### src/rtl/multi_droop_mgr.sv
// Voltage-droop brake manager: merges per-source brake requests into a DCO code kick and a
// divider offset, then holds and ramps the divider offset back down before returning to OFF.
module multi_droop_mgr #(
    parameter int NSRC         = 4,
    parameter int NLVL         = 2,
    parameter int DW           = 32,
    parameter int CODE_BASE    = 1000000,
    parameter int DIV_BASE     = 10,
    parameter int DIV_STEP     = 1,
    parameter int HOLD_CYCLES  = 32,
    parameter int BRAKE_CYCLES = 500,
    localparam int LW = (NLVL > 1) ? $clog2(NLVL) : 1
) (
    input  logic                 refclk,
    input  logic                 resetn,
    input  logic [NSRC-1:0]      brake,
    input  logic [NSRC*LW-1:0]   brake_lvl,
    input  logic [NSRC-1:0]      src_mask,
    input  logic                 clr_count,
    output logic [1:0]           brake_state,
    output logic [LW-1:0]        active_lvl,
    output logic [DW-1:0]        delta_f,
    output logic [DW-1:0]        delta_n,
    output logic [15:0]          event_count
);

    localparam int CW = (BRAKE_CYCLES > 0) ? $clog2(BRAKE_CYCLES + 1) : 1;
    localparam int HW = (HOLD_CYCLES > 0) ? $clog2(HOLD_CYCLES + 1) : 1;
    localparam logic [DW-1:0] CODE_B  = DW'(CODE_BASE);
    localparam logic [DW-1:0] DIV_B   = DW'(DIV_BASE);
    localparam logic [DW-1:0] DIV_S   = DW'(DIV_STEP);
    localparam logic [LW:0]   NLVL_W  = (LW + 1)'(NLVL);
    localparam logic [LW-1:0] MAX_LVL = LW'(NLVL - 1);
    localparam logic [LW:0]   ONE     = (LW + 1)'(1);

    typedef enum logic [1:0] {
        OFF        = 2'd0,
        BRAKING    = 2'd1,
        RECOVERING = 2'd2,
        ILLEGAL    = 2'd3
    } state_t;

    state_t          state_q;
    logic [LW-1:0]   activeLvl_q;
    logic [DW-1:0]   divDelta_q;
    logic [CW-1:0]   countdown_q;
    logic [HW-1:0]   hold_q;
    logic [15:0]     eventCount_q;
    logic [15:0]     eventCount_d;

    logic            req;
    logic            esc;
    logic            eventInc;
    logic [LW-1:0]   reqLvl;
    logic [LW-1:0]   srcLvl;
    logic [LW-1:0]   newLvl;
    logic [LW:0]     reqMult;
    logic [LW:0]     newMult;
    logic [LW:0]     escMult;

    // Products are formed wide enough to never wrap, then clipped to the all-ones DW value.
    function automatic logic [DW-1:0] satMul(input logic [DW-1:0] base, input logic [LW:0] k);
        logic [DW+LW:0] prod;
        prod = {{(LW + 1){1'b0}}, base} * {{DW{1'b0}}, k};
        return (prod[DW+LW:DW] != '0) ? '1 : prod[DW-1:0];
    endfunction

    always_comb begin
        req    = 1'b0;
        reqLvl = '0;
        srcLvl = '0;
        for (int i = 0; i < NSRC; i++) begin
            srcLvl = brake_lvl[i*LW +: LW];
            if ({1'b0, srcLvl} >= NLVL_W) srcLvl = MAX_LVL;
            if (brake[i] && src_mask[i]) begin
                req = 1'b1;
                if (srcLvl > reqLvl) reqLvl = srcLvl;
            end
        end
    end

    always_comb begin
        esc      = req && (reqLvl > activeLvl_q) &&
                   (state_q == BRAKING || state_q == RECOVERING);
        newLvl   = esc ? reqLvl : activeLvl_q;
        reqMult  = {1'b0, reqLvl} + ONE;
        newMult  = {1'b0, newLvl} + ONE;
        escMult  = {1'b0, reqLvl} - {1'b0, activeLvl_q};
        eventInc = req && (state_q == OFF || state_q == RECOVERING);
        if (clr_count)
            eventCount_d = '0;
        else if (eventInc && eventCount_q != 16'hFFFF)
            eventCount_d = eventCount_q + 16'd1;
        else
            eventCount_d = eventCount_q;
    end

    // The first kick is combinational so the DCO reacts in the same cycle the droop is flagged.
    always_comb begin
        delta_f = '0;
        delta_n = '0;
        if (resetn) begin
            case (state_q)
                OFF: begin
                    if (req) begin
                        delta_f = satMul(CODE_B, reqMult);
                        delta_n = satMul(DIV_B, reqMult);
                    end
                end
                BRAKING, RECOVERING: begin
                    delta_n = divDelta_q;
                    if (esc) delta_f = satMul(CODE_B, escMult);
                end
                default: ;
            endcase
        end
    end

    always_ff @(posedge refclk or negedge resetn) begin
        if (!resetn) begin
            state_q      <= OFF;
            activeLvl_q  <= '0;
            divDelta_q   <= '0;
            countdown_q  <= '0;
            hold_q       <= '0;
            eventCount_q <= '0;
        end else begin
            eventCount_q <= eventCount_d;
            case (state_q)
                OFF: begin
                    if (req) begin
                        state_q     <= BRAKING;
                        activeLvl_q <= reqLvl;
                        divDelta_q  <= satMul(DIV_B, reqMult);
                        countdown_q <= CW'(BRAKE_CYCLES);
                    end
                end
                BRAKING: begin
                    if (esc) begin
                        activeLvl_q <= reqLvl;
                        divDelta_q  <= satMul(DIV_B, reqMult);
                    end
                    if (req) begin
                        countdown_q <= CW'(BRAKE_CYCLES);
                    end else if (countdown_q != '0) begin
                        countdown_q <= countdown_q - 1'b1;
                    end else begin
                        state_q <= RECOVERING;
                        hold_q  <= HW'(HOLD_CYCLES);
                    end
                end
                RECOVERING: begin
                    if (req) begin
                        state_q     <= BRAKING;
                        countdown_q <= CW'(BRAKE_CYCLES);
                        activeLvl_q <= newLvl;
                        divDelta_q  <= satMul(DIV_B, newMult);
                    end else if (hold_q != '0) begin
                        hold_q <= hold_q - 1'b1;
                    end else if (divDelta_q >= DIV_S) begin
                        hold_q     <= HW'(HOLD_CYCLES);
                        divDelta_q <= divDelta_q - DIV_S;
                    end else begin
                        state_q     <= OFF;
                        activeLvl_q <= '0;
                        divDelta_q  <= '0;
                    end
                end
                default: begin
                    state_q     <= OFF;
                    activeLvl_q <= '0;
                    divDelta_q  <= '0;
                end
            endcase
        end
    end

    assign brake_state = state_q;
    assign active_lvl  = activeLvl_q;
    assign event_count = eventCount_q;

endmodule

### config.mk
export PLATFORM = sky130hd
export DESIGN_NAME = multi_droop_mgr
export DESIGN_NICKNAME = d
export VERILOG_FILES = /design/src/rtl/multi_droop_mgr.sv
export SDC_FILE = /design/constraint.sdc
export NUM_CORES = 1
export LEC_CHECK = 0
export CELL_PAD_IN_SITES_DETAIL_PLACEMENT = 0
export CELL_PAD_IN_SITES_GLOBAL_PLACEMENT = 1
export CORE_UTILIZATION = 38
export DETAILED_ROUTE_END_ITERATION = 6
export GPL_ROUTABILITY_DRIVEN = 0
export GPL_TIMING_DRIVEN = 0
export PLACE_DENSITY = 0.87
export SYNTH_ARGS = -nofsm -noshare
export SYNTH_HDL_FRONTEND = slang
export SYNTH_SLANG_ARGS = --single-unit
### constraint.sdc
create_clock -name refclk -period 4.53 [get_ports refclk]
set_input_delay 1.1325 -clock refclk [delete_from_list [all_inputs] [get_ports refclk]]
set_output_delay 1.1325 -clock refclk [all_outputs]
set_load 0.02 [all_outputs]
==> key figures <==
Synth
  • Synth Area per Inst: approximately 8.1 sq um
  • Cell count after synthesis: between 500 and 600
  • Area contributors post-synth: dfrtp_1 37%, nand2_1 5.0%, nor2_1 4.7%
  • Main synth FF type: dfrtp_1
  • Cell taking the most area after synthesis: dfrtp_1
  • Seq/Total Area, Yosys: between 30% and 40%
  • Yosys synthesis warning count: 0
  • Top cell type's share of synthesized area: a little over a third
  • Synthesized flop and latch total: 66
  • EDFF count, synth: 0
  • Async S/R FF share, synth: between 90% and 100%
  • Synthesized area: about 4500 sq um
  • Yosys cell types: 57

Timing
  • Relative slew slack: a little over half
  • FMAX: approximately 0.23 GHz
  • Clock period minus worst slack: ~4.4 ns
  • Hold WS: 0.504 ns
  • Worst-margin pin slew: just over 0.7 ns
  • Setup TNS: 0 ns
  • Unrepaired setup endpoints after global routing: false
  • Endpoints failing setup: 0
  • Final period util: between 90% and 100%
  • Final setup skew: 0.00955 ns
  • Final Hold Fails: 0
  • Max-slew violations: 0

Worst setup path
  • Crit path cell chain: clkdlybuf4s50_1, a22oi_1, nand2_2, nand3b_1, nor2_1, clkdlybuf4s50_1
  • R2R depth: 9
  • CP max stage cell: clkdlybuf4s50_1
  • Delay-heaviest family, CP: buffers and inverters
  • CP Class: in -> out
  • Nature of the critical path endpoint: output port
  • Cell depth of the worst setup path: 6
  • Cell mode on critical path: clkdlybuf4s50_1
  • CP arrival: between 3 and 4 ns
  • Crit-path max cell delay: 0.56 ns
  • Buf/Inv on CP: 2
  • Req. time, crit path: ~3.4 ns
  • Crit start category: input pin
  • Crit path max fanout: 13

Route
  • Final ANT Viol Nets: 0
  • Initial drt markers: between 200 and 250
  • Wirelength per Cell: between 15 and 20 um
  • Remaining DRCs: 0
  • DRT Pass-1 Iters: 6
  • Wirelength, routed: roughly 13000 um
  • DR vias: approximately 4400
  • Post-DR vias/cell: about 5.5

Cells and area
  • Most common cell after layout, fill and taps aside: dfrtp_1
  • Most frequent cells in the layout: 66 x dfrtp_1, 64 x clkdlybuf4s50_1, 59 x nand2_1
  • Area growth syn-to-layout: 31.4%
  • Fin area: approximately 6000 sq um
  • ANT cells: 0
  • NumNets Final: slightly below 700
  • Fin util: between 50 and 60%
  • Ratio of cells with drive above 1 in the final layout: 11.1%

Status
  • Status: complete, no violations

Clocking
  • CTS Hold Buffers Added: 0
  • H-Tree Level Count: 3
  • Clock Pin Slew Worst Setup and Hold Paths: 0.06 ns
  • Worst skew pair latency: ~0.33 ns
  • Clk root buf: clkbuf_16
  • CTS sink cnt: between 60 and 70
  • TritonCTS clock tree: done
  • CTS Buf Count: 9
  • Maximum clock path buffer count: 2

Power and ir drop
  • Register share of total power: a little over a quarter
  • Pleak: ~0.0027 uW
  • P_sw: about 990 uW
  • Internal: roughly 1600 uW
  • Combinational cell fraction of total power: 39.0%
  • Total Power: about 2600 uW
  • Switch share: a little under two fifths
  • Power Dens Cells: around 440 nW/um^2
  • Peak VDD IR: 262 uV
  • Clock share of power: around a third

Global routing
  • Vias in the first global route: around 4300
  • Antenna violations before repair: 0
  • Largest net degree at the start of global routing: 70
  • Global-route wire length before repair: 21100 um
  • Gr usage total: between 20% and 30%
  • GRT Residual Overflow: 0

Placement
  • Port bufs: 76
  • Dpl hpwl: 8970 um
  • Placed inst area: roughly 5500 sq um

Flow run
  • Max cap viols: 0

Die
  • Ports: ~100
  • Die Ht: 111 um
  • Die footprint: between 10000 and 15000 sq um
  • Core ar.: about 11000 sq um
  • Die X: about 110 um
  • # rows: 39
  • Initial core utilization: around two fifths

Min path
  • Hold depth: 1
  • Hold Crit Class: reg -> reg
==> power groups by stage <==
| stage | logic [uW] | clock network (uW) | registers (uW) |
|---|---|---|---|
| after CTS | 1000 | 878 | 701 |
| after global routing | 1120 | 907 | 710 |
| after global placement | 979 | 0 | 710 |
| after floorplan | 669 | 0 | 715 |
| after detailed placement | 994 | 0 | 712 |
| final | 1010 | 871 | 703 |
==> synth_stat cells, types with 5 or more instances <==
library cell and n:
nand2_1 60, xor2_1 13, o211ai_1 5, nor2_1 57, inv_1 18, dfrtp_1 66, nor3_1 27, buf_4 25
ha_1 13, o21ai_0 27, and3_1 5, mux2i_1 5, or3_1 12, and2_1 30, nand2b_1 6, a31oi_1 24
nand4_1 15, clkbuf_1 16, a21oi_1 29, nand3_1 33
==> repair_timing <==
item / CTS / global route
buffers inserted: 3 / 0
resized for setup: 11 / 11
endpoints found under the setup margin: 22 / 12
pin swaps: 2 / 3
==> layer usage <==
layer  vias to the layer above  part of all wire, %  GRT usage (%)  routed length, um
li1                       2143                    -              -                  -
met2                       167                   48           34.7               6050
met4                         0                  1.3           6.31                167
met5                         -                    0              0                  0
met3                        16                  5.8           4.37                728
met1                      2095                   45           27.1               5620
==> kinds of logic (layout without fill, tap and decap cells) <==
family                     after synthesis  after routing  share of synthesized area, %
adders and majority gates               13             13                          3.61
buffers and inverters                   65            159                          7.78
DFF                                     66             66                          36.7
xor gates and xnor gates                17             17                          3.30
AOI/OAI and AO/OA                      114            114                          15.9
and+or+nand+nor                        273            273                          31.3
other                                    1             20                        0.0832
muxes                                    6              6                          1.36
==> stage by stage <==
| stage | setup WS (ns) | std cells |
|---|---|---|
| after global placement | -2.60 | 793 |
| after global routing | 0.0120 | 811 |
| final | 0.156 | 811 |
| after CTS | 0.0193 | 811 |
| after floorplan | 0.856 | 574 |
| after detailed placement | -0.354 | 793 |
==> final cells by class <==
| type | instances | area (sq um) |
|---|---|---|
| well taps | 143 | 179 |
| multi-input cells | 443 | 2590 |
| repair buffers | 79 | 786 |
| fillers | 1080 | 5550 |
| clock buffers | 11 | 243 |
| flip-flops and latches | 66 | 1650 |
| clock inverters | 5 | 125 |
| inverters | 18 | 67.6 |
| plain buffers | 46 | 279 |
==> flip-flops by register name, summed over array words and instances, names as in the netlist <==
register / cells
divDelta_q: 32
countdown_q: 9
hold_q: 6
brake_state: 2
active_lvl: 1
event_count: 16
==> path summary, 6_finish.rpt <==
check,start,to,slack (ns)
max,brake[2],delta_f[17],0.16
min,countdown_q[4]$_DFFE_PN0P_,countdown_q[4]$_DFFE_PN0P_,0.50
max reg2reg,brake_state[0]$_DFFE_PN0P_,divDelta_q[1]$_DFFE_PN0P_,1.39
min reg2reg,countdown_q[4]$_DFFE_PN0P_,countdown_q[4]$_DFFE_PN0P_,0.50
max in group asynchronous,resetn,divDelta_q[5]$_DFFE_PN0P_,3.28
min in group asynchronous,resetn,event_count[12]$_DFFE_PN0P_,0.81
No activity file was read; power rests on OpenSTA's default activity.
